**config.mk**
```make
export PLATFORM = sky130hd
export DESIGN_NAME = clkdiv_ctrl
export DESIGN_NICKNAME = d
export VERILOG_FILES = /design/src/rtl/clkdiv_pkg.sv /design/src/rtl/clkdiv_ctrl_rr_arbiter.sv /design/src/rtl/clkdiv_ctrl.sv
export SDC_FILE = /design/constraint.sdc
export NUM_CORES = 1
export LEC_CHECK = 0
export CORE_UTILIZATION = 55
export CTS_BUF_LIST = sky130_fd_sc_hd__clkbuf_16
export DETAILED_ROUTE_END_ITERATION = 6
export HOLD_SLACK_MARGIN = 0.06
export PLACE_DENSITY_LB_ADDON = 0.2
export SLEW_MARGIN = 10
export SYNTH_ARGS = -nofsm -noshare
export SYNTH_HDL_FRONTEND = slang
export SYNTH_SLANG_ARGS = --single-unit
```
**constraint.sdc**
```tcl
create_clock -name clk_i -period 3 [get_ports clk_i]
set_clock_uncertainty 0.15 [all_clocks]
set_input_delay 0.9 -clock clk_i [delete_from_list [all_inputs] [get_ports clk_i]]
set_output_delay 0.9 -clock clk_i [all_outputs]
set_load 0.01 [all_outputs]
```
**src/rtl/clkdiv_pkg.sv**
```systemverilog
// clkdiv_pkg: shared select width, controller states and tap helper for the clock divider.
package clkdiv_pkg;
  localparam int SEL_W = 3;
  typedef enum logic [1:0] {IDLE, WAIT, ACK} state_t;
  function automatic int tap_idx(input int cnt_w, input logic [SEL_W-1:0] sel);
    return cnt_w - 1 - int'(sel);
  endfunction
endpackage

```
**src/rtl/clkdiv_ctrl_rr_arbiter.sv**
```systemverilog
// rr_arbiter: round-robin one-hot grant; the pointer moves past the winner on accept.
module rr_arbiter #(
  parameter int NREQ = 2,
  localparam int PW = (NREQ > 1) ? $clog2(NREQ) : 1
) (
  input  logic            clk_i,
  input  logic            rstn_i,
  input  logic [NREQ-1:0] req_i,
  input  logic            accept_i,
  output logic [NREQ-1:0] gnt_o,
  output logic [PW-1:0]   idx_o
);
  logic [PW-1:0] r_ptr;
  logic          w_found;
  always_comb begin
    gnt_o   = '0;
    idx_o   = '0;
    w_found = 1'b0;
    // First pass covers requesters at or above the pointer, second pass wraps around.
    for (int j = 0; j < NREQ; j++) begin
      if (!w_found && j >= int'(r_ptr) && req_i[j]) begin
        w_found  = 1'b1;
        gnt_o[j] = 1'b1;
        idx_o    = PW'(j);
      end
    end
    for (int j = 0; j < NREQ; j++) begin
      if (!w_found && j < int'(r_ptr) && req_i[j]) begin
        w_found  = 1'b1;
        gnt_o[j] = 1'b1;
        idx_o    = PW'(j);
      end
    end
  end
  always_ff @(posedge clk_i) begin
    if (!rstn_i) r_ptr <= '0;
    else if (accept_i && w_found) r_ptr <= (idx_o == PW'(NREQ - 1)) ? '0 : idx_o + PW'(1);
  end
endmodule

```
**src/rtl/clkdiv_ctrl.sv**
```systemverilog
// clkdiv_ctrl: power-of-two clock divider whose tap select changes only at divided-period boundaries.
module clkdiv_ctrl
  import clkdiv_pkg::*;
#(
  parameter int NREQ    = 2,
  parameter int CNT_W   = 16,
  parameter int RST_SEL = 0
) (
  input  logic                  clk_i,
  input  logic                  rstn_i,
  input  logic [NREQ-1:0]       req_i,
  input  logic [SEL_W*NREQ-1:0] sel_req_i,
  output logic [NREQ-1:0]       gnt_o,
  output logic [NREQ-1:0]       ack_o,
  output logic [SEL_W-1:0]      sel_o,
  output logic                  dclk_o,
  output logic                  tick_o,
  output logic                  busy_o
);
  localparam int PW = (NREQ > 1) ? $clog2(NREQ) : 1;
  function automatic logic [CNT_W-1:0] tap_bit(input logic [SEL_W-1:0] s);
    return CNT_W'(1) << tap_idx(CNT_W, s);
  endfunction
  state_t           r_state;
  logic [CNT_W-1:0] r_cnt;
  logic [SEL_W-1:0] r_pend;
  logic [NREQ-1:0]  w_gnt;
  logic [PW-1:0]    w_idx;
  logic [SEL_W-1:0] w_sel_req;
  logic [SEL_W-1:0] w_sel_nxt;
  logic [CNT_W-1:0] w_mask;
  logic [CNT_W-1:0] w_cnt_nxt;
  logic             w_bnd;
  logic             w_switch;
  rr_arbiter #(.NREQ(NREQ)) u_arb (
    .clk_i    (clk_i),
    .rstn_i   (rstn_i),
    .req_i    (req_i),
    .accept_i (r_state == IDLE),
    .gnt_o    (w_gnt),
    .idx_o    (w_idx)
  );
  always_comb begin
    w_sel_req = '0;
    for (int j = 0; j < NREQ; j++) w_sel_req = (w_idx == PW'(j)) ? sel_req_i[SEL_W*j +: SEL_W] : w_sel_req;
  end
  // Mask of cnt[tap:0]; the shift overflows to zero at sel 0, giving all ones after the subtract.
  assign w_mask    = (tap_bit(sel_o) << 1) - CNT_W'(1);
  assign w_bnd     = (r_cnt & w_mask) == w_mask;
  assign w_switch  = (r_state == WAIT) && (r_pend != sel_o) && w_bnd;
  assign w_sel_nxt = w_switch ? r_pend : sel_o;
  assign w_cnt_nxt = w_switch ? '0 : r_cnt + CNT_W'(1);
  assign busy_o    = r_state != IDLE;
  always_ff @(posedge clk_i) begin
    if (!rstn_i) begin
      r_state <= IDLE;
      r_cnt   <= '0;
      r_pend  <= '0;
      sel_o   <= SEL_W'(RST_SEL);
      dclk_o  <= 1'b0;
      tick_o  <= 1'b0;
      gnt_o   <= '0;
      ack_o   <= '0;
    end else begin
      r_cnt  <= w_cnt_nxt;
      sel_o  <= w_sel_nxt;
      dclk_o <= |(w_cnt_nxt & tap_bit(w_sel_nxt));
      tick_o <= w_bnd;
      ack_o  <= '0;
      case (r_state)
        IDLE: if (|req_i) begin
          r_pend  <= w_sel_req;
          gnt_o   <= w_gnt;
          r_state <= WAIT;
        end
        WAIT: if (r_pend == sel_o || w_bnd) begin
          ack_o   <= gnt_o;
          gnt_o   <= '0;
          r_state <= ACK;
        end
        default: r_state <= IDLE;
      endcase
    end
  end
endmodule

```
======== Word-level counts from Yosys, hierarchy flattened ========
Cells that the tools add are included.
operators by class
  add/subtract/negate cells ............... 5
  $lt $le $gt $ge ......................... 2
  eq/ne operators ......................... 6
  shift-type cells ........................ 2
  muxes and demuxes ....................... 16
  bitwise operators ....................... 2
  reduce and logical (&&, ||, !) cells .... 19
operators by type and width
  kind                                                   number
  AND 16 bit                                             2
  left shift 1 x 32 -> 15 bit, first input constant      1
  left shift 1 x 32 -> 16 bit, first input constant      1
  adder 16 x 1 -> 16 bit, second input constant          1
  equality test 16 bit                                   1
  2-to-1 mux 16 bit                                      1
  OR reduction 16 bit                                    1
  subtractor 16 x 1 -> 16 bit, second input constant     1
  subtractor 4 x 3 -> 5 bit, first input constant        2
  2-to-1 mux 2 bit                                       4
  one-hot mux 2 bit (2 select lines)                     2
  logical AND 1 bit                                      7
  2-to-1 mux 1 bit                                       7
  2-to-1 mux 3 bit                                       2
  AND reduction 3 bit                                    2
  AND reduction 2 bit                                    2
  nonzero test 2 bit                                     2
  equality test 3 bit                                    1
  inequality test 3 bit                                  1
  equality test 2 x 1 -> 1 bit, second input constant    1
  logical NOT 1 bit                                      2
  logical NOT 2 bit                                      1
  inequality test 2 x 1 -> 1 bit, second input constant  1
  inequality test 2 bit, second input constant           1
  other kinds (5)                                        5
word-level totals
  register bits after elaboration ......... 31
  input port bits ......................... 10
  output and inout bits ................... 10
  word-level logic and storage cells ...... 61

======== Depth between registers and ports, before layout ========
  word-level depth ........................ 12
  mapped depth ............................ 11
  depth with buffers taken out ............ 9

======== Cells and area by module ========
A second synthesis with hierarchy kept.
unflattened totals
  cells, all modules ...................... 208
  area, all modules ....................... 1,766.7 sq um
by module, submodules not included
  module       instances  cells each  area each (sq um)  sequential area each (sq um)
  clkdiv_ctrl  1          200         1,697.9            600.6
  rr_arbiter   1          8           68.8               20.0

======== Worst setup path before layout ========
No wires, ideal clock.
  kind .................................... register to register
  from .................................... register sel_o[1]
  to ...................................... register r_cnt[13]
  library setup time ...................... 0.063 ns
  arrival time ............................ 2.463 ns
  data required time ...................... 2.787 ns
  setup slack ............................. 0.324 ns
  cell stages (with the launch flop) ...... 12
  buffers on the path ..................... 3
  clock period less this slack ............ 2.676 ns
  cell sequence ........................... dfxtp_1 buf_6 clkbuf_1 nand3_1 ha_1 or4b_1 a21oi_1 nor4_4 nand3_4 nand2_4 buf_12 nor2_4
on the way
  word-level cells in the longest chain between the ends .. 7
  elaborated cells on any way between the ends .. 9
  classes of those cells .................. add/sub (2); eq/ne (2); shift (1); mux (1); bitwise (1); reduce/logical (2)
RTL lines
  what                         RTL line           RTL
  from (decl)                  clkdiv_ctrl.sv:15  output logic [SEL_W-1:0] sel_o,
  from (signal assigned)       clkdiv_ctrl.sv:59  sel_o <= SEL_W'(RST_SEL);
  from (signal assigned)       clkdiv_ctrl.sv:66  sel_o <= w_sel_nxt;
  subtractor 4 x 3 -> 5 bit    clkdiv_pkg.sv:6    return cnt_w - 1 - int'(sel);
  left shift 1 x 32 -> 15 bit  clkdiv_ctrl.sv:22  return CNT_W'(1) << tap_idx(CNT_W, s);
  subtractor 16 x 1 -> 16 bit  clkdiv_ctrl.sv:48  assign w_mask = (tap_bit(sel_o) << 1) - CNT_W'(1);
  AND 16 bit                   clkdiv_ctrl.sv:49  assign w_bnd = (r_cnt & w_mask) == w_mask;
  equality test 16 bit         clkdiv_ctrl.sv:49
  logical AND 1 bit (*)        clkdiv_ctrl.sv:50  assign w_switch = (r_state == WAIT) && (r_pend != sel_o) && w_bnd;
  2-to-1 mux 16 bit (*)        clkdiv_ctrl.sv:52  assign w_cnt_nxt = w_switch ? '0 : r_cnt + CNT_W'(1);
  to (signal assigned)         clkdiv_ctrl.sv:65  r_cnt <= w_cnt_nxt;
  to (decl)                    clkdiv_ctrl.sv:25  logic [CNT_W-1:0] r_cnt;
Every way passes the cells marked *; elsewhere a longest branch is shown, timed or not.
A chain may end at the register's enable or synchronous reset.

======== Final worst setup path ========
  from .................................... register sel_o[1]
  to ...................................... register dclk_o
on the way
  word-level cells in the longest chain between the ends .. 11
  elaborated cells on any way between the ends .. 14
  classes of those cells .................. add/sub (3); eq/ne (2); shift (2); mux (2); bitwise (2); reduce/logical (3)
RTL lines
  what                         RTL line           RTL
  subtractor 4 x 3 -> 5 bit    clkdiv_pkg.sv:6
  left shift 1 x 32 -> 15 bit  clkdiv_ctrl.sv:22
  subtractor 16 x 1 -> 16 bit  clkdiv_ctrl.sv:48
  AND 16 bit                   clkdiv_ctrl.sv:49
  equality test 16 bit         clkdiv_ctrl.sv:49
  logical AND 1 bit            clkdiv_ctrl.sv:50
  2-to-1 mux 3 bit             clkdiv_ctrl.sv:51  assign w_sel_nxt = w_switch ? r_pend : sel_o;
  subtractor 4 x 3 -> 5 bit    clkdiv_pkg.sv:6
  left shift 1 x 32 -> 16 bit  clkdiv_ctrl.sv:22
  AND 16 bit (*)               clkdiv_ctrl.sv:67  dclk_o <= |(w_cnt_nxt & tap_bit(w_sel_nxt));
  OR reduction 16 bit (*)      clkdiv_ctrl.sv:67
  to (signal assigned)         clkdiv_ctrl.sv:67
  to (decl)                    clkdiv_ctrl.sv:16  output logic dclk_o,
Marked as above.

==> summary.md <==
| Metric | Value |
|---|---|
| Status | complete, no violations |
| H-Tree Depth | 2 |
| DRT antenna net count | 0 |
| Synth Warn # | 0 |
| Synth area leader | dfxtp_1 |
| Worst-margin pin slew | 0.595 ns |
| Post-Syn Instances | 188 |
| Area Growth Syn to Fin | 20.8% |
| Fillers | 207 |
| Worst setup margin | 0.208 ns |
| Synth Area per Inst | 9.00 um^2 |
| Wire per inst | 16.5 um |
| Sequential cell area | 621 um^2 |
| Cells on worst reg2reg path | 8 |
| Number of vias per cell | 6.05 |
| Layout Nets | 220 |
| Power Dens Cells | 546 nW/um^2 |
| Slew Viols, Final | 0 |
| Placement Setup Slack | 0.215 ns |
| Worst setup EP type | flip-flop |
| Area occupied by multi-input gates | 992 um^2 |
| Top cells by area, synth | dfxtp_1 (37%), nor2_4 (6.0%), xor2_1 (5.2%), nand3_1 (4.7%), nor2_1 (4.2%) |
| Initial antenna violation count | 0 |
| Initial Util | 59.8% |
| Combinational family with the most area after synthesis | simple AND/OR/NAND/NOR gates |
| Clock root buffer | clkbuf_16 |
| Hold_sp | r_cnt[0] |
| R2r setup slk | 0.21 ns |
| Reg-to-reg critical path startpoint | sel_o[1] |
| Worst hold margin | 0.322 ns |
| Yosys reg bits | 31 |
| Die span in x | 57.5 um |
| Share of layout cells above drive strength 1 | 13.4% |
| Seq/Total Area, Yosys | 36.7% |
| Hold endpoint | r_cnt[0] |
| Final Util | 72.2% |
| Row cnt | 19 |
| Multiplexer share of the synthesized area | 1.78% |
| Area after DPL | 1880 um^2 |
| R2r endpoint | dclk_o |
| Hold depth | 1 |
| Max-slew headroom | 60.2% |
| Startpoint Class | flip-flop |
| Max cap viols | 0 |
| Library cells used by synthesis | 46 |
| CTS resizes | 0 |
| RSZ-0062 raised after global routing | false |
| Adder-Cell Fraction of Synth Area | 1.48% |
| Final period util | 93.1% |
| Fin Setup TNS | 0 ns |
| Residual DRC | 0 |
| VDD IR max | 659 uV |
| Final cell count without fillers | 240 |
| Fin area | 2040 um^2 |
| Overall fraction of global-route tracks in use | 27.1% |
| Post-Synth Simple-Gate Area | 34.7% |
| Top-area cell type share of the netlist area | 36.7% |
| Routed vias | 1451 |
| Global-route wire length before repair | 6650 um |
| Crit Path Category | flip-flop to flip-flop |
| Iteration-0 DRC Markers | 41 |
| Port-buffer cells | 19 |
| CTS tree | yes |
| CP Data Required Time | 3.04 ns |
| Total power | 1.11 mW |
| Min-delay worst type | flip-flop to flip-flop |
| Total grt overflow | 0 |
| CP Max Fanout | 15 |
| Number of global-route vias before repair | 1453 |
| Leak | 0.775 nW |
| Total Wirelength | 3960 um |
| Post-synthesis cell area | 1690 um^2 |
| Postcts setup bufs | 0 |
| Post-synthesis compound-gate area fraction | 11.9% |
| Dpl hpwl | 2740 um |
| Final Hold Fails | 0 |
| Cell Count Post-Placement | 232 |
| N_diodes | 0 |
| Hold-fix buffers at CTS | 0 |
| Clock Sinks | 31 |
| Clock buffer depth | 2 |
| Syn_nets | 200 |
| Placeable Area | 2830 um^2 |
| Final GP Congestion | 0.831 |
| # IOs | 20 |
| FMAX | 0.358 GHz |
| Largest net degree at the start of global routing | 16 |
| Pre-Repair DR Iteration Count | 4 |
| Minimum clock period | 2.79 ns |
| Die height | 57.5 um |
| Xor and xnor fraction of the mapped netlist area | 8.80% |
| Total CTS buffers | 5 |
| Worst-skew pair later-pin latency | 0.27 ns |
| Register clock-pin slew on the reported worst setup and hold paths | 0.05 ns |
| Final setup fails | 0 |
| Die area | 3300 um^2 |
| Worst Path Arrival | 2.83 ns |
==> cells in the final DEF, fill, tap and decap left out, types with 3 or more instances in the layout <==
cell type         n
buf_4             3
nand3_1          16
and3_1            3
nand2_1          10
mux2i_1           3
a211oi_1          4
o21ai_0           5
clkbuf_16         5
clkdlybuf4s50_1  19
and4_1            3
inv_1             4
nor2_4            9
xor2_1           10
dfxtp_1          31
a21oi_1           5
xnor2_1           7
nor2_1           19
nor3_1            5
nand4_1           6
o211ai_1          3
==> how the worst max path moves through the flow <==
| stage | from | cells past startpoint | endpoint | slack (ns) |
|---|---|---|---|---|
| after detailed placement | sel_o[1] | 8 | dclk_o | 0.22 |
| after global routing | sel_o[1] | 8 | dclk_o | 0.02 |
| after global placement | sel_o[1] | 8 | dclk_o | 0.40 |
| after CTS | sel_o[1] | 8 | dclk_o | 0.18 |
| after floorplan | sel_o[1] | 11 | r_cnt[13] | 0.32 |
| final | sel_o[1] | 8 | dclk_o | 0.21 |
==> where the power goes <==
group / internal [mW] / switching [mW] / total (mW)
Combinational: 0.0479 / 0.0633 / 0.111
Clock: 0.386 / 0.171 / 0.557
Sequential: 0.431 / 0.0154 / 0.446
==> cells in the mapped netlist, drive strengths merged <==
library cell  number
o41ai              2
o22a               1
nand4              6
nor2              29
and4               3
a211oi             4
mux2i              3
nand2b             1
nand4b             1
dfxtp             31
xnor2              7
and2               2
ha                 2
o211ai             3
or4b               2
o22ai              1
nor2b              2
and3               3
nand2             11
inv                4
and3b              2
nor3               7
clkbuf             2
a211o              1
a21oi              7
o21a               2
or2                2
a31oi              2
and4b              1
xor2              10
o21ai              6
a21o               1
buf                7
nand3             17
nor4               3
==> critical path, stage by stage, from the launching register on <==
cell and delay [ns]:
dfxtp_1 0.56, nand3_1 0.14, ha_1 0.27, or4b_1 0.51
a21oi_1 0.31, nor4_4 0.12, nand3_4 0.15, nand2_4 0.21
nor3_1 0.28
==> cell families (layout without fill, tap and decap cells) <==
| logic type | after synthesis | after routing |
|---|---|---|
| xor+xnor | 17 | 17 |
| mux | 3 | 3 |
| flops | 31 | 31 |
| compound gates | 30 | 30 |
| fa+ha+maj | 2 | 2 |
| buf+inv | 13 | 34 |
| simple gates | 92 | 92 |
==> final cells by class <==
type / count / area share, %
Multi-Input combinational cell: 144 / 48.6
Sequential cell: 31 / 30.4
Timing Repair Buffer: 22 / 10.4
Clock buffer: 5 / 6.12
Clock inverter: 3 / 1.90
Tap cell: 31 / 1.90
Inverter: 4 / 0.735
==> sequential cells by signal, summed over array words and instances (netlist names) <==
register     flops
u_arb.r_ptr      1
dclk_o           1
gnt_o            2
ack_o            2
r_state          2
sel_o            3
r_cnt           16
tick_o           1
r_pend           3
==> per-layer routing <==
layer  vias up  part of all wire (%)  track usage (%)
met2        43                    51             46.3
met3         6                   5.5             9.07
li1        716                     -                -
met1       686                    42             31.0
met4         0                   1.3             10.8
met5         -                     0                0
Power figures use the tool's default switching activity.
